File: config.mk
export PLATFORM = sky130hd
export DESIGN_NAME = vfxp_shift_sequencer
export DESIGN_NICKNAME = d
export VERILOG_FILES = /design/src/rtl/vfxp_pkg.sv /design/src/rtl/vfxp_round_shift.sv /design/src/rtl/vfxp_shift_sequencer.sv
export SDC_FILE = /design/constraint.sdc
export NUM_CORES = 1
export LEC_CHECK = 0
export CELL_PAD_IN_SITES_DETAIL_PLACEMENT = 2
export CELL_PAD_IN_SITES_GLOBAL_PLACEMENT = 2
export CORE_AREA = 2 2 197 121
export CTS_CLUSTER_SIZE = 14
export DETAILED_ROUTE_END_ITERATION = 7
export DIE_AREA = 0 0 199 123
export DONT_BUFFER_PORTS = 1
export GPL_ROUTABILITY_DRIVEN = 0
export PLACE_DENSITY_LB_ADDON = 0.25
export SYNTH_ARGS = -nofsm -noshare
export SYNTH_HDL_FRONTEND = slang
export SYNTH_SLANG_ARGS = --single-unit
File: constraint.sdc
create_clock -name clk -period 6.5 [get_ports clk]
set_input_delay 1.3 -clock clk [delete_from_list [all_inputs] [get_ports clk]]
set_output_delay 1.3 -clock clk [all_outputs]
set_load 0.02 [all_outputs]
File: src/rtl/vfxp_pkg.sv
// Shared types and helpers for the vector fixed-point rounding-shift datapath.
package vfxp_pkg;

    localparam int unsigned DATA_W  = 32;
    localparam int unsigned IDX_W   = 5;
    localparam int unsigned SHAMT_W = $clog2(DATA_W);
    localparam int unsigned SEWB_W  = SHAMT_W + 1;

    typedef enum logic [1:0] {
        VXRM_RNU = 2'b00,
        VXRM_RNE = 2'b01,
        VXRM_RDN = 2'b10,
        VXRM_ROD = 2'b11
    } vxrm_e;

    typedef enum logic [1:0] {
        SEW_8      = 2'b00,
        SEW_16     = 2'b01,
        SEW_32     = 2'b10,
        SEW_32_ALT = 2'b11
    } sew_e;

    typedef enum logic [1:0] {
        ST_IDLE  = 2'b00,
        ST_RUN   = 2'b01,
        ST_DRAIN = 2'b10
    } state_e;

    typedef struct packed {
        logic [IDX_W:0]     vl;
        sew_e               sew;
        vxrm_e              vxrm;
        logic               sgn;
        logic [SHAMT_W-1:0] shamt;
    } cmd_t;

    // Element width in bits; the reserved encoding behaves as 32.
    function automatic logic [SEWB_W-1:0] sew_bits(sew_e sew);
        logic [SEWB_W-1:0] bits;
        case (sew)
            SEW_8:   bits = SEWB_W'(8);
            SEW_16:  bits = SEWB_W'(16);
            default: bits = SEWB_W'(32);
        endcase
        return bits;
    endfunction

    // Truncate to SEW and re-extend to the full datapath width.
    function automatic logic [DATA_W-1:0] extend_sew(logic [DATA_W-1:0] x, sew_e sew, logic sgn);
        logic [DATA_W-1:0] y;
        case (sew)
            SEW_8:   y = {{(DATA_W-8){sgn & x[7]}}, x[7:0]};
            SEW_16:  y = {{(DATA_W-16){sgn & x[15]}}, x[15:0]};
            default: y = x;
        endcase
        return y;
    endfunction

endpackage

File: src/rtl/vfxp_round_shift.sv
// Combinational rounding right shift of one element under vxrm, for any SEW.
module vfxp_round_shift
    import vfxp_pkg::*;
(
    input  logic [DATA_W-1:0]  v_i,
    input  logic [SHAMT_W-1:0] shamt_i,
    input  vxrm_e              vxrm_i,
    input  sew_e               sew_i,
    input  logic               sgn_i,
    output logic [DATA_W-1:0]  res_c
);

    logic [SHAMT_W-1:0]       d;
    logic [DATA_W-1:0]        ext;
    logic signed [DATA_W-1:0] sra;
    logic [DATA_W-1:0]        srl;
    logic [DATA_W-1:0]        shifted;
    logic [DATA_W-1:0]        low_mask;
    logic                     half;
    logic                     sticky;
    logic                     lsb;
    logic                     rinc;

    // Shift the SEW-extended element and add the rounding increment from the discarded bits.
    always_comb begin
        half     = 1'b0;
        sticky   = 1'b0;
        rinc     = 1'b0;
        d        = shamt_i & SHAMT_W'(sew_bits(sew_i) - SEWB_W'(1));
        ext      = extend_sew(v_i, sew_i, sgn_i);
        sra      = $signed(ext) >>> d;
        srl      = ext >> d;
        shifted  = sgn_i ? unsigned'(sra) : srl;
        low_mask = (DATA_W'(1) << d) - DATA_W'(1);
        lsb      = ext[d];
        if (d != '0) begin
            half   = ext[d - SHAMT_W'(1)];
            sticky = |(ext & (low_mask >> 1));
            case (vxrm_i)
                VXRM_RNU: rinc = half;
                VXRM_RNE: rinc = half & (sticky | lsb);
                VXRM_RDN: rinc = 1'b0;
                default:  rinc = ~lsb & (|(ext & low_mask));
            endcase
        end
        res_c = extend_sew(shifted + DATA_W'(rinc), sew_i, sgn_i);
    end

endmodule

File: src/rtl/vfxp_shift_sequencer.sv
// Walks vstart..vl-1 of one vssra/vssrl command and streams rounded results to writeback.
module vfxp_shift_sequencer
    import vfxp_pkg::*;
(
    input  logic              clk,
    input  logic              rst,
    input  logic              cmd_valid,
    output logic              cmd_ready,
    input  logic [IDX_W:0]    cmd_vl,
    input  logic [IDX_W-1:0]  cmd_vstart,
    input  logic [1:0]        cmd_sew,
    input  logic [1:0]        cmd_vxrm,
    input  logic              cmd_signed,
    input  logic [DATA_W-1:0] cmd_shamt,
    input  logic              flush,
    output logic [IDX_W-1:0]  src_idx,
    output logic              src_valid,
    input  logic [DATA_W-1:0] src_data,
    output logic              wb_valid,
    input  logic              wb_ready,
    output logic [IDX_W-1:0]  wb_idx,
    output logic [DATA_W-1:0] wb_data,
    output logic              done,
    output logic              busy
);

    state_e             state_q, state_d;
    cmd_t               cmd_q, cmd_d;
    logic [IDX_W-1:0]   idx_q, idx_d;
    logic               wb_valid_q, wb_valid_d;
    logic [IDX_W-1:0]   wb_idx_q, wb_idx_d;
    logic [DATA_W-1:0]  wb_data_q, wb_data_d;
    logic               done_q, done_d;
    logic               advance_c;
    logic               last_c;
    logic [DATA_W-1:0]  res_c;
    logic               unused_shamt_hi;

    // Only log2(SEW) shift bits matter; the upper bits are architecturally ignored.
    assign unused_shamt_hi = ^cmd_shamt[DATA_W-1:SHAMT_W];

    vfxp_round_shift u_round_shift (
        .v_i     (src_data),
        .shamt_i (cmd_q.shamt),
        .vxrm_i  (cmd_q.vxrm),
        .sew_i   (cmd_q.sew),
        .sgn_i   (cmd_q.sgn),
        .res_c   (res_c)
    );

    // Next-state, index counter and result-register control.
    always_comb begin
        state_d    = state_q;
        cmd_d      = cmd_q;
        idx_d      = idx_q;
        wb_valid_d = wb_valid_q;
        wb_idx_d   = wb_idx_q;
        wb_data_d  = wb_data_q;
        done_d     = 1'b0;
        advance_c  = (state_q == ST_RUN) && (!wb_valid_q || wb_ready);
        last_c     = ({1'b0, idx_q} + (IDX_W+1)'(1)) == cmd_q.vl;
        case (state_q)
            ST_IDLE: begin
                if (cmd_valid) begin
                    cmd_d.vl    = cmd_vl;
                    cmd_d.sew   = sew_e'(cmd_sew);
                    cmd_d.vxrm  = vxrm_e'(cmd_vxrm);
                    cmd_d.sgn   = cmd_signed;
                    cmd_d.shamt = cmd_shamt[SHAMT_W-1:0];
                    idx_d       = cmd_vstart;
                    if ({1'b0, cmd_vstart} >= cmd_vl) begin
                        done_d = 1'b1;
                    end else begin
                        state_d = ST_RUN;
                    end
                end
            end
            ST_RUN: begin
                if (advance_c) begin
                    wb_valid_d = 1'b1;
                    wb_idx_d   = idx_q;
                    wb_data_d  = res_c;
                    idx_d      = idx_q + IDX_W'(1);
                    if (last_c) begin
                        state_d = ST_DRAIN;
                    end
                end
            end
            ST_DRAIN: begin
                if (wb_valid_q && wb_ready) begin
                    wb_valid_d = 1'b0;
                    done_d     = 1'b1;
                    state_d    = ST_IDLE;
                end
            end
            default: state_d = ST_IDLE;
        endcase
        if (flush) begin
            state_d    = ST_IDLE;
            wb_valid_d = 1'b0;
            done_d     = 1'b0;
        end
    end

    // State and result registers.
    always_ff @(posedge clk or posedge rst) begin
        if (rst) begin
            state_q    <= ST_IDLE;
            cmd_q      <= '0;
            idx_q      <= '0;
            wb_valid_q <= 1'b0;
            wb_idx_q   <= '0;
            wb_data_q  <= '0;
            done_q     <= 1'b0;
        end else begin
            state_q    <= state_d;
            cmd_q      <= cmd_d;
            idx_q      <= idx_d;
            wb_valid_q <= wb_valid_d;
            wb_idx_q   <= wb_idx_d;
            wb_data_q  <= wb_data_d;
            done_q     <= done_d;
        end
    end

    assign cmd_ready = (state_q == ST_IDLE);
    assign busy      = (state_q != ST_IDLE);
    assign src_idx   = idx_q;
    assign src_valid = advance_c;
    assign wb_valid  = wb_valid_q;
    assign wb_idx    = wb_idx_q;
    assign wb_data   = wb_data_q;
    assign done      = done_q;

endmodule

Yosys cells after proc, flatten, opt, wreduce, memory -nomap -nowiden
Index checks and enable logic that the tools add are counted.

Flip-flop bits (word level): 62. Input bits: 85. Output and inout bits: 47.

Add/sub/neg operators: 6. Order comparisons: 3. Equal/unequal tests: 13. Shift operators: 3. Muxes and demuxes: 29. Bitwise gates (word level): 11. Reduce and logical (&&, ||, !) cells: 18.

Operators with widths (count): 32-bit one-hot mux with 2 select lines (2); 32-bit OR reduction (2); 32-bit by 1-bit adder with 32-bit output (1); 32-bit by 31-bit AND with 32-bit output (1); 32-bit AND (1); 32-bit two-way mux (1); 1-bit by 5-bit left shift with 32-bit output, first input constant (1); 32-bit by 5-bit >> shifter with 32-bit output (1); 32-bit by 5-bit >>> shifter with 32-bit output (1); 32-bit by 2-bit subtractor with 32-bit output, second input constant (1); 5-bit one-hot mux with 2 select lines (2); 5-bit by 6-bit less-than comparator with 1-bit output, second input constant (2); 2-bit two-way mux (6); 3-bit inequality test, second input constant (4); 1-bit binary-select mux with 5-bit select (2); 1-bit two-way mux (10); 5-bit two-way mux (2); 5-bit by 1-bit subtractor with 5-bit output, second input constant (2); 5-bit by 1-bit adder with 6-bit output, second input constant (1); 1-bit AND (6); 2-bit by 1-bit equality test with 1-bit output, second input constant (3); 6-bit equality test (1); 5-bit by 6-bit >= comparator with 1-bit output (1); 2-bit logical NOT (3); 19 further kinds (26).

Depth between registers and ports, before layout
Gate-level depths: netlist of run 1.

Depth after elaboration: 15. Depth in mapped cells: 31. Mapped depth without buffers: 24.

Modules after synthesis
Synthesis of run 1 repeated with hierarchy kept, for this count alone.

Cell total of the unflattened synthesis: 1089. Area, all modules: 8510.7 um^2.

Modules (own cells, without submodules): vfxp_round_shift (instances 1, cells each 853, area an instance 5743.0 um^2, seq. area each 0.0 um^2); vfxp_shift_sequencer (instances 1, cells each 236, area an instance 2767.7 um^2, seq. area each 1551.5 um^2).

Least setup slack after synthesis of run 1
OpenSTA, ideal clock, no wires.

Kind: register to register. Start point: register cmd_q[8] (netlist bit). End point: register wb_data_q[16], in the netlist wb_data[16]. Setup time: 0.066 ns. Arrival: 5.685 ns. Data required time: 6.434 ns. Slack: 0.749 ns. Cell stages (with the launch flop): 31. Buffers on the path: 7. Clock period less this slack: 5.751 ns. Cell sequence: dfrtp_1 -> buf_4 -> or2_2 -> ha_1 -> nor2b_1 -> buf_2 -> clkbuf_1 -> nor3_1 -> clkbuf_1 -> nand2_1 -> ha_1 -> clkbuf_1 -> nand2_1 -> o211a_1 -> a21oi_1 -> o21ai_0 -> a22o_1 -> nand2_1 -> o2111ai_1 -> a2111oi_0 -> o22ai_1 -> ha_1 -> inv_1 -> o32ai_1 -> nand3_1 -> or4_4 -> and3_4 -> buf_6 -> nand3b_4 -> buf_8 -> o32a_1.

Word-level cells in the longest chain between the ends: 15. Elaborated cells on any way between the ends: 31. Those cells by class: add/sub (4); eq/ne (1); shift (3); mux (10); bitwise (9); reduce/logical (4).

Ends and longest elaborated chain: start, declared (RTL line vfxp_shift_sequencer.sv:28) `cmd_t cmd_q, cmd_d;`; start signal, assigned (RTL line vfxp_shift_sequencer.sv:117) `cmd_q <= cmd_d;`; 2-bit by 1-bit equality test with 1-bit output or 2-bit logical NOT (tied branches) (RTL line vfxp_pkg.sv:40, vfxp_pkg.sv:51); 5-bit one-hot mux with 2 select lines (RTL line vfxp_pkg.sv:40) `case (sew)`; 5-bit by 1-bit subtractor with 5-bit output (RTL line vfxp_round_shift.sv:29) `d = shamt_i & SHAMT_W'(sew_bits(sew_i) - SEWB_W'(1));`; 5-bit AND (RTL line vfxp_round_shift.sv:29); 1-bit by 5-bit left shift with 32-bit output (RTL line vfxp_round_shift.sv:34) `low_mask = (DATA_W'(1) << d) - DATA_W'(1);`; 32-bit by 2-bit subtractor with 32-bit output (RTL line vfxp_round_shift.sv:34); 32-bit by 31-bit AND with 32-bit output (RTL line vfxp_round_shift.sv:38) `sticky = |(ext & (low_mask >> 1));`; 32-bit OR reduction (RTL line vfxp_round_shift.sv:38); 1-bit OR (RTL line vfxp_round_shift.sv:41) `VXRM_RNE: rinc = half & (sticky | lsb);`; 1-bit AND (RTL line vfxp_round_shift.sv:41); 1-bit one-hot mux with 3 select lines (RTL line vfxp_round_shift.sv:39) `case (vxrm_i)`; 1-bit two-way mux (RTL line vfxp_round_shift.sv:36) `if (d != '0) begin`; 32-bit by 1-bit adder with 32-bit output (RTL line vfxp_round_shift.sv:46) `res_c = extend_sew(shifted + DATA_W'(rinc), sew_i, sgn_i);`; 1-bit AND (on tied branches) (RTL line vfxp_pkg.sv:53, vfxp_pkg.sv:52); 32-bit one-hot mux with 2 select lines * (RTL line vfxp_pkg.sv:51) `case (sew)`; end signal, assigned (RTL line vfxp_shift_sequencer.sv:121) `wb_data_q <= wb_data_d;`; end, declared (RTL line vfxp_shift_sequencer.sv:32) `logic [DATA_W-1:0] wb_data_q, wb_data_d;`.

Every way passes the cells marked *; elsewhere a longest branch is shown, timed or not. The select of a mux whose other input is x is not followed. A chain may end at the register's enable or synchronous reset.

Final worst setup path of run 1
Start point: register cmd_q[9] (netlist bit). End point: register wb_data_q[25], in the netlist wb_data[25].

The elaborated chain is that of the path after synthesis.

==> flow_summary_export.csv, run 1 <==
group,metric,value,unit
finish,area_delta_synth_final,8.46,%
cts,clk_pin_slew_worst_paths,60,ps
sta,worst_pin_slew,1230,ps
yosys,ys_seq_area_frac,0.183,
yosys,yosysTopAreaCell,"dfrtp_1",
run,cap_viol_max_count,0,
yosys,syn_nets,1215,
detailed_routing,drtAntennaViolNets,0,
sta,post-route-period-util,0.938,
setup_path,cp-startpoint,"cmd_q[9]",
detailed_routing,num_vias,9851,
yosys,ys.flop_type,"dfrtp_1",
sta,max_freq,164,MHz
detailed_routing,avgRoutedWirePerCell,29.8,um
cts,ctsRootBufferMaster,"clkbuf_16",
setup_path,start_kind,"register",
power,intPower,1.65,mW
yosys,netlist_top_cells_area,"dfrtp_1, nand2_1, mux4_2, a21oi_1, mux2i_1",
sta,rsz0062_at_grt,"no",
detailed_routing,wirelength,42.1,mm
sta,skew,6.25,ps
global_routing,grt_max_degree,63,
power,power_frac_clock,0.151,
sta,slew_viol_final,0,
die,die_h,123,um
detailed_routing,route.detailed.drc,0,
finish,nNetsFinal,1193,
setup_path,crit_type,"register to register",
placed_design,place_inst,1394,
power,p_sw_frac,0.540,
global_routing,grt_pass1_vias,9785,
run_status,outcome,"completed",
finish,diodes,0,
setup_path,r2r_slack,400,ps
setup_path,worstPathRequired,6720,ps
yosys,ys_top_cells_by_count,"nand2_1, a21oi_1, o21ai_0, nor2_1, dfrtp_1",
yosys,synth_top_family_by_area,"compound AO/OA/AOI/OAI gates",
yosys,synth_fa_ha_area_frac,0.0236,
setup_path,crit_fanout,36,
global_routing,grt_use_total,0.343,
finish,layout-drive-gt1-share,0.165,
die,die_w,199,um
yosys,yosys_warnings,0,
power,p_switching,1.94,mW
hold_path,hold_path.class,"register to register",
power,p_leak,3.48,nW
cts,cts.sinks,62,
global_routing,overflow,0,
setup_path,crit_path_end_kind,"register",
placed_design,port_buffers,0,
die,die-area,24500,um^2
placed_design,dpl.hpwl,32.1,mm
power,powerDensity,390,nW/um^2
sta,hold_viol_final,0,
setup_path,r2r_cells,25,
setup_path,reg2reg_to,"wb_data[25]",
setup_path,cp-endpoint,"wb_data[25]",
yosys,synthCells,1114,
finish,instances_no_fill,1412,
sta,finalCriticalPeriod,6100,ps
cts,cts.path.max_buffers,2,
sta,tns,0,ps
cts,tritoncts,"built",
yosys,synthSimpleGateAreaFrac,0.258,
power,share_comb_of_total_power,0.626,
die,rows,43,
detailed_routing,drt-vias-per-instance,6.98,
sta,relSlewSlack,0.176,
yosys,syn_area,8500,um^2
detailed_routing,drt_iter0_drc,1296,
setup_path,rr_startpoint,"cmd_q[9]",
power,ir_drop,138,uV
setup_path,crit_arrival,6320,ps
die,ioPinCount,132,
yosys,synth-compound-area-share,0.298,
yosys,synth_xor_area_frac,0.0288,
cts,cts-buffers-inserted,9,
die,start_util,0.374,
sta,setup_violations,0,
yosys,synth-edff-count,0,
yosys,async_flop_share,1.00,
yosys,synth_area_per_cell,7.63,um^2
cts,cts_hold_buf,0,
global_routing,antenna_found_initial,1,
detailed_routing,first_pass_iters,5,
die,coreArea,22800,um^2
yosys,synth.area.mux_share,0.135,
yosys,ys_types,95,
yosys,synth.most_common_cell,"nand2_1",
power,power.share.sequential,0.223,
cts,worstSkewPairLatency,340,ps
cts,h-tree-depth,3,
yosys,ys_ff_latch,62,
global_routing,grt_pass1_wl,62.8,mm
yosys,synth_top_cell_area_share,0.183,
-- how the worst min path moves through the flow --
| stage | from | endpoint | slack [ps] | cells after the start |
|---|---|---|---|---|
| after floorplan | cmd_q[6] | cmd_q[6] | 470 | 1 |
| after global placement | cmd_q[11] | cmd_q[11] | 510 | 1 |
| after detailed placement | cmd_q[13] | cmd_q[13] | 520 | 1 |
| after CTS | cmd_q[13] | cmd_q[13] | 530 | 1 |
| after global routing | cmd_q[11] | cmd_q[11] | 550 | 1 |
| final | cmd_q[13] | cmd_q[13] | 530 | 1 |
-- layout make-up --
| type | count | area [um^2] |
|---|---|---|
| Timing Repair Buffer | 65 | 492 |
| Multi-Input combinational cell | 933 | 6360 |
| Fill cell | 2632 | 13500 |
| Tap cell | 315 | 394 |
| Clock buffer | 10 | 239 |
| Clock inverter | 6 | 92.6 |
| Sequential cell | 62 | 1560 |
| Inverter | 21 | 82.6 |
-- layer usage --
layer	share of wire	global-route usage	wire length (um)	up-vias
li1	-	-	-	4206
met1	0.46	0.508	19200	4997
met2	0.40	0.483	17000	596
met3	0.13	0.117	5470	52
met4	0.0099	0.0485	416	0
met5	0	0	0	-
-- power by group through the flow --
stage	Sequential (mW)	Combinational, mW	Clock [mW]
6_report	0.801	2.25	0.544
5_1_grt	0.820	2.39	0.569
4_1_cts	0.803	2.14	0.554
3_5_place_dp	0.807	2.12	0
3_3_place_gp	0.803	2.05	0
2_1_floorplan	0.744	1.49	0
-- cell usage in the layout, fill, tap and decap left out, types with 10 or more instances in the layout --
cell / netlist / layout
a31oi_1: 23 / 23
inv_1: 19 / 17
o22a_1: 11 / 11
nor4_1: 18 / 16
mux4_2: 20 / 20
nand2b_1: 17 / 16
o22ai_1: 22 / 22
o211ai_1: 15 / 15
buf_4: 10 / 64
o32a_1: 11 / 11
nor3_1: 29 / 28
ha_1: 16 / 14
mux2_2: 25 / 25
o21ai_0: 77 / 74
a211oi_1: 15 / 15
xnor2_1: 18 / 18
nand2_1: 138 / 137
xor2_1: 10 / 10
nor2b_1: 14 / 13
nor2_1: 72 / 71
a22oi_1: 10 / 10
and3_1: 15 / 15
mux2i_1: 40 / 40
nand4_1: 20 / 20
or2_2: 10 / 10
nand3_1: 44 / 44
dfrtp_1: 62 / 58
a21oi_1: 81 / 81
-- cells by family (layout without fill, tap and decap cells) --
group,Yosys count,count (layout)
AO/OA/AOI/OAI,372,372
XOR/XNOR,28,28
adder cells (fa/ha/maj),16,16
buffers and inverters,119,102
flip-flops,62,62
multiplexers,86,86
AND/OR/NAND/NOR,431,431
-- worst max-delay path: stages (launching register included) --
cell	delay, ps
dfrtp_2	450
and2b_1	220
inv_1	190
ha_2	330
nor2b_2	160
buf_6	350
nor2_1	100
buf_4	180
a211oi_1	170
buf_4	170
nand2_1	50
a221oi_1	540
nor3_1	110
o2111ai_1	110
a2111oi_0	90
buf_4	170
o22ai_1	340
ha_1	230
inv_1	50
o32ai_2	370
nand3_1	150
buf_4	180
o21ai_0	270
and3_4	310
nand3b_4	220
o32a_1	400
-- registers in the layout, indices dropped and copies added (netlist names) --
| name | count |
|---|---|
| src_idx | 5 |
| done | 1 |
| wb_data | 32 |
| wb_idx | 5 |
| state_q | 2 |
| cmd_q | 16 |
| wb_valid | 1 |
-- per-stage QoR --
step	utilization	setup slack, ps	instance area (um^2)	power [mW]	hold slack [ps]
floorplan	-	749	8500	2.23	473
global placement	0.388	377	8820	2.85	513
detailed placement	0.388	77.5	8820	2.93	521
CTS	0.402	38.9	9160	3.50	534
global route	0.405	86.6	9220	3.78	553
finish	0.405	401	9220	3.60	531
-- timing repair --
action | 4_1_cts | 5_1_grt
endpoints found under the setup margin | 0 | 20
hold endpoints to repair | 0 | 0
resized for setup | 0 | 14
setup buffers | 0 | 2
Note: power is estimated with default switching activity, not from simulation.
==> inputs of run 2 (changes only) <==
--- a/config.mk
+++ b/config.mk
@@ -14,6 +14,7 @@
 export DONT_BUFFER_PORTS = 1
 export GPL_ROUTABILITY_DRIVEN = 0
 export PLACE_DENSITY_LB_ADDON = 0.25
+export SKIP_CTS_REPAIR_TIMING = 1
 export SYNTH_ARGS = -nofsm -noshare
 export SYNTH_HDL_FRONTEND = slang
 export SYNTH_SLANG_ARGS = --single-unit
==> constraint.sdc (replaced) <==
create_clock -name clk -period 6.95 [get_ports clk]
set_input_delay 1.39 -clock clk [delete_from_list [all_inputs] [get_ports clk]]
set_output_delay 1.39 -clock clk [all_outputs]
set_load 0.02 [all_outputs]
==> run 2 against run 1 <==
  * Combinational power shrank 8%
  * Sequential share of layout area up 0.11 points
  * Core utilization down 0.30 points
  * Sequential cell count is the same
  * Die area unchanged
  * Register-to-register slack about the same
  * First-iteration DRC count up 2.4%
  * Largest cell class unchanged
==> flow_summary_export.csv, run 2 (synthesis gave the netlist of run 1 again) <==
group,metric,value,unit
detailed_routing,drt_iter0_drc,1327,
cts,h-tree-depth,3,
cts,cts.path.max_buffers,2,
power,ir_drop,133,uV
die,die_w,199,um
die,start_util,0.374,
power,share_comb_of_total_power,0.621,
power,p_switching,1.79,mW
die,die_h,123,um
power,p_sw_frac,0.539,
power,powerDensity,363,nW/um^2
finish,final_util,0.402,
setup_path,worstPathRequired,7170,ps
sta,finalCriticalPeriod,6550,ps
sta,worst_pin_slew,1050,ps
placed_design,port_buffers,0,
power,p_leak,3.46,nW
power,intPower,1.53,mW
setup_path,crit_path_end_kind,"register",
sta,setup_violations,0,
sta,slew_viol_final,0,
global_routing,grt_pass1_wl,62.1,mm
placed_design,pre_cts_ws,527,ps
finish,largest_register_ffs,32,
cts,clk_pin_slew_worst_paths,60,ps
detailed_routing,wirelength,41.7,mm
global_routing,grt_pass1_vias,9706,
cts,worstSkewPairLatency,350,ps
cts,ctsRootBufferMaster,"clkbuf_16",
detailed_routing,first_pass_iters,6,
finish,mostFrequentLayoutCell,"nand2_1",
sta,post-route-period-util,0.942,
sta,hold_viol_final,0,
detailed_routing,avgRoutedWirePerCell,29.6,um
sta,tns,0,ps
detailed_routing,drtAntennaViolNets,0,
finish,diodes,0,
placed_design,dpl.hpwl,31.8,mm
hold_path,hold_path.class,"register to register",
power,power.share.sequential,0.225,
sta,relSlewSlack,0.300,
cts,cts-buffers-inserted,9,
sta,max_freq,153,MHz
cts,cts.sinks,62,
finish,postLayoutCellArea,9150,um^2
die,ioPinCount,132,
detailed_routing,route.detailed.drc,0,
sta,skew,13.8,ps
placed_design,postPlaceCellArea,8820,um^2
global_routing,overflow,0,
detailed_routing,num_vias,9842,
sta,rsz0062_at_grt,"no",
global_routing,grt_max_degree,63,
run_status,outcome,"completed",
setup_path,crit_fanout,28,
power,power_frac_clock,0.154,
global_routing,antenna_found_initial,0,
run,cap_viol_max_count,0,
die,die-area,24500,um^2
sta,setup_ws,402,ps
global_routing,grt_use_total,0.339,
setup_path,start_kind,"register",
setup_path,crit_arrival,6770,ps
finish,final_cell_mix,"nand2_1, a21oi_1, o21ai_0, nor2_1, buf_4",
finish,area_delta_synth_final,7.67,%
detailed_routing,drt-vias-per-instance,6.99,
finish,nNetsFinal,1189,
die,coreArea,22800,um^2
finish,layout-drive-gt1-share,0.152,
setup_path,crit_type,"register to register",
die,rows,43,
cts,tritoncts,"built",
-- run 2: per-stage QoR --
stage,std cells,power [mW],hold WS (ps)
floorplan,1114,2.09,473
global placement,1392,2.67,514
detailed placement,1392,2.73,518
CTS,1408,3.26,533
global route,1408,3.50,562
finish,1408,3.32,526
-- run 2: path summary, 6_finish.rpt --
kind                                start           to  slack (ps)  depth (start not counted)
worst max-delay path             cmd_q[9]  wb_data[19]         400                         22
worst min-delay path            cmd_q[10]    cmd_q[10]         530                          1
worst max register to register   cmd_q[9]  wb_data[19]         400                         22
worst min register to register  cmd_q[10]    cmd_q[10]         530                          1
max in group asynchronous             rst     cmd_q[1]        5210                          2
min in group asynchronous             rst  wb_data[24]        1140                          2
-- run 2: power by group through the flow --
stage | Combinational (mW) | Sequential (mW) | Clock (mW)
2_1_floorplan | 1.39 | 0.696 | 0
3_3_place_gp | 1.91 | 0.751 | 0
3_5_place_dp | 1.97 | 0.757 | 0
4_1_cts | 1.99 | 0.752 | 0.520
5_1_grt | 2.20 | 0.767 | 0.534
6_report | 2.06 | 0.749 | 0.512
-- run 2: layout make-up --
type | instances | area [um^2]
clock buffers | 10 | 239
clock inverters | 6 | 92.6
fillers | 2690 | 13600
inverters | 21 | 78.8
multi-input cells | 933 | 6320
flip-flops and latches | 62 | 1560
well taps | 315 | 394
repair buffers | 61 | 470
-- run 2: worst max-delay path: stages (launching register included) --
cell	delay (ps)
dfrtp_1	480
and2b_1	260
inv_1	120
ha_2	450
nor3b_2	260
buf_4	260
nand2_1	420
o21ai_1	510
mux2i_1	140
a221oi_1	490
nor2b_1	210
nand4_1	170
nor4_1	100
o22ai_1	320
ha_1	240
inv_1	50
o32ai_1	490
nand3_1	180
buf_4	190
o21ai_0	240
and3_4	270
nand3b_4	170
o32a_1	390
-- run 2: routing by layer --
layer | global-route usage | part of all wire | wire (um)
met4 | 0.0429 | 0.0092 | 382
met1 | 0.503 | 0.46 | 19100
met3 | 0.128 | 0.13 | 5530
met5 | 0 | 0 | 0
met2 | 0.471 | 0.40 | 16700
